## config.mk

```make
export PLATFORM = sky130hd
export DESIGN_NAME = wb_arbiter
export DESIGN_NICKNAME = d
export VERILOG_FILES = /design/src/rtl/wb_arbiter_pkg.sv /design/src/rtl/wb_rr_arbiter_core.sv /design/src/rtl/wb_arbiter.sv
export SDC_FILE = /design/constraint.sdc
export NUM_CORES = 1
export LEC_CHECK = 0
export CORE_AREA = 2 2 110 112
export DETAILED_ROUTE_END_ITERATION = 10
export DIE_AREA = 0 0 112 114
export PLACE_DENSITY = 0.59
export SYNTH_ARGS = -nofsm -noshare
export SYNTH_HDL_FRONTEND = slang
export SYNTH_HIERARCHICAL = 1
export SYNTH_SLANG_ARGS = --single-unit
```

## constraint.sdc

```tcl
create_clock -name clk -period 2.4 [get_ports clk]
set_clock_uncertainty 0.05 [all_clocks]
set_input_delay 0.24 -clock clk [delete_from_list [all_inputs] [get_ports clk]]
set_output_delay 0.24 -clock clk [all_outputs]
set_load 0.01 [all_outputs]
```

## src/rtl/wb_arbiter_pkg.sv

```systemverilog
// Shared types and round-robin pick helpers for the Wishbone arbiter.
// Helpers work on a fixed 32-wide request vector; callers zero-pad narrower ones.
package wb_arbiter_pkg;

  localparam int unsigned RR_MAX_N = 32;
  localparam int unsigned RR_IDX_W = 5;

  typedef enum logic {
    ARB_IDLE = 1'b0,
    ARB_BUSY = 1'b1
  } wb_arb_state_e;

  // First requester found scanning last+1, last+2, ... (mod n), returned one-hot.
  function automatic logic [RR_MAX_N-1:0] rr_pick(input logic [RR_MAX_N-1:0] req,
                                                  input int unsigned         last,
                                                  input int unsigned         n);
    logic [RR_MAX_N-1:0] gnt;
    logic                found;
    logic                hit;
    logic [RR_IDX_W-1:0] idx;
    gnt   = '0;
    found = 1'b0;
    for (int unsigned k = 1; k <= RR_MAX_N; k++) begin
      idx      = RR_IDX_W'((last + k) % n);
      hit      = (k <= n) && !found && req[idx];
      gnt[idx] = gnt[idx] | hit;
      found    = found | hit;
    end
    return gnt;
  endfunction

  function automatic logic [RR_IDX_W-1:0] rr_index(input logic [RR_MAX_N-1:0] onehot);
    logic [RR_IDX_W-1:0] idx;
    idx = '0;
    for (int unsigned i = 0; i < RR_MAX_N; i++) begin
      idx = idx | ({RR_IDX_W{onehot[i]}} & RR_IDX_W'(i));
    end
    return idx;
  endfunction

endpackage

```

## src/rtl/wb_rr_arbiter_core.sv

```systemverilog
// Combinational N-way round-robin picker: first requester after the last owner wins.
module wb_rr_arbiter_core
  import wb_arbiter_pkg::*;
#(
  parameter int unsigned N     = 2,
  parameter int unsigned IDX_W = 1
) (
  input  logic [N-1:0]     req_i,
  input  logic [IDX_W-1:0] last_i,
  output logic [N-1:0]     gnt_o,
  output logic [IDX_W-1:0] gnt_idx_o
);

  logic [RR_MAX_N-1:0] req_pad_s;
  logic [RR_MAX_N-1:0] gnt_pad_s;

  // Pad to the helper width, pick, and return both one-hot and encoded winner.
  always_comb begin
    req_pad_s        = '0;
    req_pad_s[N-1:0] = req_i;
    gnt_pad_s        = rr_pick(req_pad_s, 32'(last_i), N);
    gnt_o            = gnt_pad_s[N-1:0];
    gnt_idx_o        = IDX_W'(rr_index(gnt_pad_s));
  end

endmodule

```

## src/rtl/wb_arbiter.sv

```systemverilog
// Round-robin Wishbone arbiter sharing one slave among N_MASTERS masters.
// A grant is held for the whole CYC; one idle clock separates successive owners.
module wb_arbiter
  import wb_arbiter_pkg::*;
#(
  parameter int unsigned N_MASTERS     = 2,
  parameter int unsigned WB_ADDR_WIDTH = 32,
  parameter int unsigned WB_DATA_WIDTH = 32
) (
  input  logic                                     clk,
  input  logic                                     rst,
  input  logic [N_MASTERS-1:0]                     m_cyc,
  input  logic [N_MASTERS-1:0]                     m_stb,
  input  logic [N_MASTERS-1:0]                     m_we,
  input  logic [N_MASTERS*WB_ADDR_WIDTH-1:0]       m_adr,
  input  logic [N_MASTERS*WB_DATA_WIDTH-1:0]       m_dat_w,
  input  logic [N_MASTERS*(WB_DATA_WIDTH/8)-1:0]   m_sel,
  output logic [WB_DATA_WIDTH-1:0]                 m_dat_r,
  output logic [N_MASTERS-1:0]                     m_ack,
  output logic [N_MASTERS-1:0]                     m_err,
  output logic                                     s_cyc,
  output logic                                     s_stb,
  output logic                                     s_we,
  output logic [WB_ADDR_WIDTH-1:0]                 s_adr,
  output logic [WB_DATA_WIDTH-1:0]                 s_dat_w,
  output logic [WB_DATA_WIDTH/8-1:0]               s_sel,
  input  logic [WB_DATA_WIDTH-1:0]                 s_dat_r,
  input  logic                                     s_ack,
  input  logic                                     s_err,
  output logic [N_MASTERS-1:0]                     grant
);

  localparam int unsigned AW    = WB_ADDR_WIDTH;
  localparam int unsigned DW    = WB_DATA_WIDTH;
  localparam int unsigned SW    = WB_DATA_WIDTH / 8;
  localparam int unsigned IDX_W = (N_MASTERS > 1) ? $clog2(N_MASTERS) : 1;

  wb_arb_state_e        state_q;
  logic [N_MASTERS-1:0] grant_q;
  logic [IDX_W-1:0]     owner_q;
  logic [IDX_W-1:0]     last_q;
  logic [N_MASTERS-1:0] pick_s;
  logic [IDX_W-1:0]     pick_idx_s;
  logic                 busy_s;
  logic                 owner_cyc_s;

  wb_rr_arbiter_core #(
    .N     (N_MASTERS),
    .IDX_W (IDX_W)
  ) u_core (
    .req_i     (m_cyc),
    .last_i    (last_q),
    .gnt_o     (pick_s),
    .gnt_idx_o (pick_idx_s)
  );

  // Ownership FSM: grant on any request when idle, release when the owner drops CYC.
  always_ff @(posedge clk or posedge rst) begin
    if (rst) begin
      state_q <= ARB_IDLE;
      grant_q <= '0;
      owner_q <= '0;
      last_q  <= IDX_W'(N_MASTERS - 1);
    end else begin
      case (state_q)
        ARB_IDLE: begin
          if (|m_cyc) begin
            grant_q <= pick_s;
            owner_q <= pick_idx_s;
            state_q <= ARB_BUSY;
          end else begin
            grant_q <= '0;
          end
        end
        ARB_BUSY: begin
          if (!owner_cyc_s) begin
            last_q  <= owner_q;
            grant_q <= '0;
            state_q <= ARB_IDLE;
          end else begin
            grant_q <= grant_q;
          end
        end
        default: begin
          grant_q <= '0;
          state_q <= ARB_IDLE;
        end
      endcase
    end
  end

  // AND-OR muxes keyed by the registered grant, so nothing reaches the slave when idle.
  always_comb begin
    busy_s      = (state_q == ARB_BUSY);
    owner_cyc_s = |(m_cyc & grant_q);
    s_cyc       = busy_s & owner_cyc_s;
    s_stb       = busy_s & |(m_stb & grant_q);
    s_we        = busy_s & |(m_we & grant_q);
    s_adr       = '0;
    s_dat_w     = '0;
    s_sel       = '0;
    for (int unsigned i = 0; i < N_MASTERS; i++) begin
      s_adr   = s_adr   | (m_adr[i*AW +: AW]   & {AW{busy_s & grant_q[i]}});
      s_dat_w = s_dat_w | (m_dat_w[i*DW +: DW] & {DW{busy_s & grant_q[i]}});
      s_sel   = s_sel   | (m_sel[i*SW +: SW]   & {SW{busy_s & grant_q[i]}});
    end
    m_ack   = {N_MASTERS{s_ack & busy_s}} & grant_q;
    m_err   = {N_MASTERS{s_err & busy_s}} & grant_q;
    m_dat_r = s_dat_r;
    grant   = grant_q;
  end

endmodule

```

Word-level counts from Yosys, hierarchy flattened
Cells that the tools add are included.
{"block": "totals", "reg_bits": 5, "latch_bits": 0, "mem_bits_rw": 0, "mem_bits_ro": 0, "input_bits": 178, "out_inout_bits": 109, "word_cells": 365, "n_memories": 0}
{"block": "op_classes", "addsub": 32, "n_mul": 0, "n_div": 0, "n_lt_le_gt_ge": 64, "n_eq_ne": 1, "n_shift": 0, "muxes": 168, "bitwise": 56, "n_reduce_logical": 40}
{"cell": "bitwise mux 32 bit", "count": 31}
{"cell": "< comparator 1 x 6 -> 1 bit (second input constant)", "count": 32}
{"cell": "AND 32 bit", "count": 4}
{"cell": "two-way mux 1 bit", "count": 101}
{"cell": "OR 32 bit", "count": 2}
{"cell": "logical AND 1 bit", "count": 33}
{"cell": "adder 1 bit (second input constant)", "count": 32}
{"cell": "AND 32 x 2 -> 32 bit", "count": 1}
{"cell": "demux 1 bit (select 1 bit)", "count": 32}
{"cell": "greater-or-equal comparator 1 bit (second input constant)", "count": 32}
{"cell": "OR 1 bit", "count": 17}
{"cell": "OR 1 bit (second input constant)", "count": 15}
{"cell": "AND 2 bit", "count": 5}
{"cell": "AND 4 bit", "count": 2}
{"cell": "OR reduction 2 bit", "count": 4}
{"cell": "AND 1 bit", "count": 7}
{"cell": "two-way mux 2 bit", "count": 2}
{"cell": "OR 4 bit", "count": 1}
{"cell": "case mux 2 bit (2 select lines)", "count": 1}
{"cell": "AND reduction 2 bit", "count": 2}
{"cell": "inequality test 2 bit (second input constant)", "count": 1}
{"cell": "inverter 1 bit", "count": 2}
{"cell": "case mux 1 bit (2 select lines)", "count": 1}
{"cell": "logical NOT 1 bit", "count": 1}

Depth between registers and ports, before layout
Gate-level depths: netlist of the first run.
{"block": "logic_depth", "word_depth": 130, "ltp_mapped": 4, "mapped_depth_nobuf": 4}

By module
The synthesis of the first run kept the hierarchy.
{"module": "wb_arbiter", "instances": 1, "cells_each": 145, "area_each_um2": 1246.2, "seq_area_each_um2": 126.4}
{"module": "wb_rr_arbiter_core", "instances": 1, "cells_each": 4, "area_each_um2": 26.3, "seq_area_each_um2": 0.0}

Least setup slack after synthesis of the first run
No wires, ideal clock.
{"block": "synth_timing", "path_type": "register to output", "startpoint": "register grant_q[0] (netlist: grant[0])", "endpoint": "output s_adr[0]", "arrival_time_ps": 1123, "required_time_ps": 2110, "path_slack_ps": 987, "stages_incl_launch_ff": 5, "n_path_buf": 2, "cell_sequence": "dfrtp_1 > and2_1 > buf_6 > buf_6 > a22o_1"}
{"block": "synth_between", "elab_chain_len": 3}
{"item": "start, declared", "line_no": "wb_arbiter.sv:39", "text": "logic [N_MASTERS-1:0] grant_q;"}
{"item": "start signal, assigned", "line_no": "wb_arbiter.sv:68", "text": "grant_q <= pick_s;"}
{"item": "start signal, assigned", "line_no": "wb_arbiter.sv:81", "text": "grant_q <= grant_q;"}
{"item": "AND 1 bit", "line_no": "wb_arbiter.sv:103", "text": "s_adr = s_adr | (m_adr[i*AW +: AW] & {AW{busy_s & grant_q[i]}});"}
{"item": "AND 32 bit", "line_no": "wb_arbiter.sv:103"}
{"item": "OR 32 bit", "line_no": "wb_arbiter.sv:103"}
{"item": "end, declared", "line_no": "wb_arbiter.sv:24", "text": "output logic [WB_ADDR_WIDTH-1:0] s_adr,"}
Every way passes these cells.

Worst setup path after layout of the first run
{"block": "layout_timing", "startpoint": "register grant_q[1] (netlist: grant[1])", "endpoint": "output s_dat_w[5]"}
{"block": "layout_between", "elab_chain_len": 3}
{"item": "AND 1 bit", "line_no": "wb_arbiter.sv:104", "text": "s_dat_w = s_dat_w | (m_dat_w[i*DW +: DW] & {DW{busy_s & grant_q[i]}});"}
{"item": "AND 32 bit", "line_no": "wb_arbiter.sv:104"}
{"item": "OR 32 bit", "line_no": "wb_arbiter.sv:104"}
{"item": "end, declared", "line_no": "wb_arbiter.sv:25", "text": "output logic [WB_DATA_WIDTH-1:0] s_dat_w,"}
Every way passes these cells.

==> metrics.cfg, run 1 <==
[outcome]
status=completed

[layout]
regArea_um2=126.4
fin_area_um2=3426
area_delta_synth_final_pct=169.2
fin_nets=507
final_common_cell=clkdlybuf4s50_1
multiInputGateArea_um2=757.0
final_cell_mix=clkdlybuf4s50_1, a22o_1, and3_1, dfrtp_1, clkbuf_16
layout-drive-gt1-share_pct=3.049
fin_util_pct=29.25
n_fill_cell=1221

[clocking]
cts_tree=done
post_cts_resized=0
cts_sinks=5
postCtsHoldBufs=0
clkTransAtPathRegs_ns=0.03
cts_root_buf=clkbuf_16
cts_buffers=3
clock_latency_ns=0.22
htree_levels=1
post_cts_buffers=0
clk_path_buf_depth=2

[floorplanning]
die_h_um=114
ioPinCount=287
rows=40
die_area_um2=12770
core_region_area_um2=11710
initial_utilization_pct=10.87
die_width_um=112

[critical_path]
slowest_stage=clkdlybuf4s50_1
crit_buf_inv=2
cp-start-kind=flip-flop
critPathKind=reg2out
arrival_ns=1.94
worstPathRequired_ns=2.11
cp_cell_sequence=and2_2 -> buf_12 -> a22o_1 -> clkdlybuf4s50_1
crit_fanout=70
slowest_delay_ns=0.58
crit_family=buffers and inverters
end_kind=primary output

[job]
timing.max_cap.violations=0

[global_route]
grt_pass1_wl_um=10500
grt_usage_pct=9.912
grt_start_max_net_pins=71
grt_pass1_vias=1911
grt_overflow=0
antenna_found_initial=1

[synthesis]
syn-num-nets=327
synthCells=149
synth.avg_cell_area_um2=8.540
synthesis.area_um2=1272
synth.distinct_cells=22
seq_area_frac_synth_pct=9.931
synth_warnings=6
synth_seq_cells=5

[place]
port_buffers=222
placed_area_um2=3344
place.gp.congestion=0.7648
dp_hpwl_um=5580
place_ws_ns=0.3870

[timing]
hold_ws_ns=0.1720
fmax_mhz=448.2
slew_headroom_pct=77.24
hold_viol_final=0
fin_crit_sh_pct=92.97
setup_viol=0
min_period_ns=2.231
drv_slew=0
worstMarginPinSlew_ns=0.3414
setup_slack_ns=0.1687
setup-tns-final_ns=0
rsz0062_at_grt=false

[detailed_routing]
wire_per_inst_um=14.92
drt-initial-drc-count=63
remaining_drc_errors=0
firstDrtPassIters=4
via_count=1935
wl_um=7104
via_per_inst=4.065
ant_nets=0

[power_and_ir_drop]
irDropWorstVdd_uv=709.0
power_density_nw_per_um2=825.6
leakagePower_nw=1.287

[hold_path]
hold_path.class=in2async

==> power breakdown <==
group | internal (W) | switching, W | leakage (nW)
registers | 0.000132 | 0.0000415 | 0.0594
logic | 0.00143 | 0.000955 | 1.19
clock network | 0.000220 | 0.0000505 | 0.0382
total | 0.00178 | 0.00105 | 1.29
==> stage by stage <==
stage | instances | power (W)
after detailed placement | 471 | 0.002571
after CTS | 475 | 0.002864
final | 476 | 0.002828
after global placement | 471 | 0.002557
after floorplan | 149 | 0.001372
after global routing | 475 | 0.003000
==> sequential cells by signal, summed over array words and instances, names as in the netlist <==
name	cells
owner_q	1
busy_s	1
last_q	1
grant	2
==> layer usage <==
| metal | global-route usage [%] | share of wire [%] | vias up |
|---|---|---|---|
| met3 | 4.357 | 12 | 2 |
| met5 | 0 | 0 | - |
| met2 | 16.81 | 48 | 138 |
| met1 | 12.04 | 40 | 879 |
| met4 | 1.220 | 0.18 | 0 |
| li1 | - | - | 916 |
==> synthesized netlist by cell type <==
cell | instances | area share (%)
a21boi_0 | 1 | 0.59
a21boi_1 | 1 | 0.59
a21oi_1 | 2 | 0.79
a22o_1 | 70 | 48
a22oi_1 | 1 | 0.59
and2_1 | 2 | 0.98
and3_1 | 4 | 2.0
buf_2 | 7 | 2.8
buf_4 | 34 | 20
buf_6 | 8 | 7.1
clkbuf_1 | 1 | 0.29
dfrtp_1 | 4 | 7.9
dfstp_2 | 1 | 2.1
inv_1 | 2 | 0.59
mux2_1 | 1 | 0.88
mux2_2 | 1 | 0.88
nand2_1 | 1 | 0.29
nor2_1 | 2 | 0.59
nor2b_1 | 1 | 0.49
o21ai_0 | 2 | 0.79
o22ai_1 | 2 | 0.98
o31a_1 | 1 | 0.69
==> cell families after synthesis <==
family / synth area share, %
AO/OA/AOI/OAI: 53.20
buffers and inverters: 30.78
flip-flops: 9.932
multiplexers: 1.770
AND/OR/NAND/NOR: 4.326
==> path summary, 6_finish.rpt <==
check,slack (ns),depth (start not counted),end,startpoint
worst max-delay path,0.17,4,s_dat_w[5],grant[1]
worst min-delay path,0.17,2,grant[0],rst
worst max register to register,1.17,3,last_q,grant[1]
worst min register to register,0.45,1,last_q,owner_q
max in group asynchronous,1.88,2,last_q,rst
min in group clk,0.43,0,m_dat_r[14],s_dat_r[14]
==> area by class of cell <==
type / count / share of cell area, %
timing repair buffer: 225 / 66.25
multi-input combinational: 92 / 22.10
tap: 147 / 5.369
sequential: 5 / 3.689
clock buffer: 4 / 2.301
inverter: 2 / 0.2191
antenna: 1 / 0.07305
(Power assumes the default switching activity.)
==> run 2, diff against run 1 <==
RECOVER_POWER = 100   (was not set)
==> metrics.cfg, run 2 (synthesis gave the netlist of run 1 again) <==
[layout]
fin_area_um2=3422  ; -0.11%
largest_reg_flops=2  ; unchanged
final_cell_mix=clkdlybuf4s50_1, dlygate4sd3_1, a22o_1
area_delta_synth_final_pct=168.9
final_common_cell=clkdlybuf4s50_1
layout-drive-gt1-share_pct=2.744  ; -0.30 points
fin_nets=507  ; unchanged

[clocking]
postCtsHoldBufs=0  ; unchanged
clock_latency_ns=0.22  ; about the same
post_cts_buffers=0  ; unchanged
cts_buffers=3  ; unchanged
clk_path_buf_depth=2  ; unchanged
cts_tree=done
cts_sinks=5  ; unchanged
cts_root_buf=clkbuf_16
clkTransAtPathRegs_ns=0.03  ; about the same
htree_levels=1  ; unchanged
post_cts_resized=0  ; unchanged

[floorplanning]
rows=40  ; unchanged
die_h_um=114  ; unchanged
die_area_um2=12770  ; unchanged
initial_utilization_pct=10.87  ; unchanged
ioPinCount=287  ; unchanged
die_width_um=112  ; unchanged
core_region_area_um2=11710  ; unchanged

[global_route]
antenna_found_initial=1  ; unchanged
grt_pass1_vias=1911  ; unchanged
grt_overflow=0  ; unchanged
grt_pass1_wl_um=10500  ; unchanged
grt_usage_pct=9.912  ; unchanged
grt_start_max_net_pins=71  ; unchanged

[critical_path]
arrival_ns=2.01  ; +0.07 ns
r2r_end=last_q
r2r_setup_slack_ns=1.03  ; -0.14 ns
worstRegToRegCells=3  ; unchanged
cp-start-kind=flip-flop
worstPathRequired_ns=2.11  ; about the same
crit_fanout=70  ; unchanged
cp-startpoint=grant[0]
end_kind=primary output
critPathKind=reg2out
r2r_start=busy_s

[timing]
fin_crit_sh_pct=95.64  ; +2.7 points
fmax_mhz=435.7  ; -2.8%
drv_slew=0  ; unchanged
slew_headroom_pct=70.16  ; -7.1 points
min_period_ns=2.295  ; +0.06408 ns
setup_viol=0  ; unchanged
hold_viol_final=0  ; unchanged
worstMarginPinSlew_ns=0.4476  ; +0.1062 ns
setup-tns-final_ns=0  ; unchanged
rsz0062_at_grt=false

[detailed_routing]
via_count=1927  ; -0.41%
wl_um=7079  ; -0.35%
remaining_drc_errors=0  ; unchanged
firstDrtPassIters=4  ; unchanged
via_per_inst=4.048  ; -0.41%
ant_nets=0  ; unchanged
wire_per_inst_um=14.87  ; -0.35%
drt-initial-drc-count=59  ; -6.3%

[power_and_ir_drop]
clkPwrFrac_pct=10.3  ; +0.7 points
internal_power_w=0.001605  ; -9.9%
switchingPower_w=0.001026  ; -2.0%
pwr-share-comb_pct=83.2  ; -1.1 points
irDropWorstVdd_uv=706.9  ; -0.30%
leakagePower_nw=1.465  ; +14%
p_sw_share_pct=39.00  ; +2.0 points
power_density_nw_per_um2=769.0  ; -6.9%
p_seq_share_pct=6.5  ; +0.4 points

[place]
port_buffers=222  ; unchanged
dp_hpwl_um=5580  ; unchanged
place.gp.congestion=0.7648  ; unchanged
placed_area_um2=3344  ; unchanged

[job]
timing.max_cap.violations=0  ; unchanged

[outcome]
status=completed

[hold_path]
hold_path.class=in2async

==> run 2: stage by stage <==
stage | power [W] | hold WS (ns) | util (%) | worst slack [ns] | cells
after floorplan | 0.001372 | -0.03221 | - | 0.9870 | 149
after global placement | 0.002557 | 0.4052 | 28.56 | 0.4123 | 471
after detailed placement | 0.002571 | 0.4091 | 28.56 | 0.3870 | 471
after CTS | 0.002864 | 0.1726 | 29.23 | 0.1476 | 475
after global routing | 0.002805 | 0.3595 | 29.20 | 0.03538 | 475
final | 0.002632 | 0.3099 | 29.22 | 0.1047 | 476
==> run 2: worst max-delay path by stage <==
stage | end | cells after the start | slack (ns)
floorplan | s_adr[0] | 4 | 0.99
global placement | s_dat_w[8] | 4 | 0.41
detailed placement | s_dat_w[8] | 4 | 0.39
CTS | s_dat_w[8] | 4 | 0.15
global route | s_dat_w[8] | 4 | 0.04
finish | s_adr[4] | 4 | 0.10
==> run 2: cell type report <==
type                    count  area (um2)
diodes                      1       2.502
clock buffers               4       78.83
fillers                  1220        8289
inverters                   2       7.507
multi-input cells          92       757.0
flip-flops and latches      5       126.4
well taps                 147       183.9
repair buffers            225        2266
==> run 2: metal layers <==
layer	track usage, %	vias to the layer above	share of wire [%]
met3	4.357	2	12
met1	12.04	866	40
li1	-	917	-
met4	1.220	0	0.18
met2	16.81	142	48
met5	0	-	0
==> run 2: power groups by stage <==
stage                     sequential, W  clock, W  combinational [W]
final                          0.000171  0.000270            0.00219
after global placement         0.000171         0            0.00239
after floorplan                0.000170         0            0.00120
after detailed placement       0.000173         0            0.00240
after CTS                      0.000172  0.000276            0.00242
after global routing           0.000181  0.000282            0.00234
==> run 2: worst max-delay path: stages (launching register included) <==
cell,delay (ns)
dfrtp_1,0.41
and2_2,0.23
buf_12,0.18
a22o_1,0.27
dlygate4sd3_1,0.62
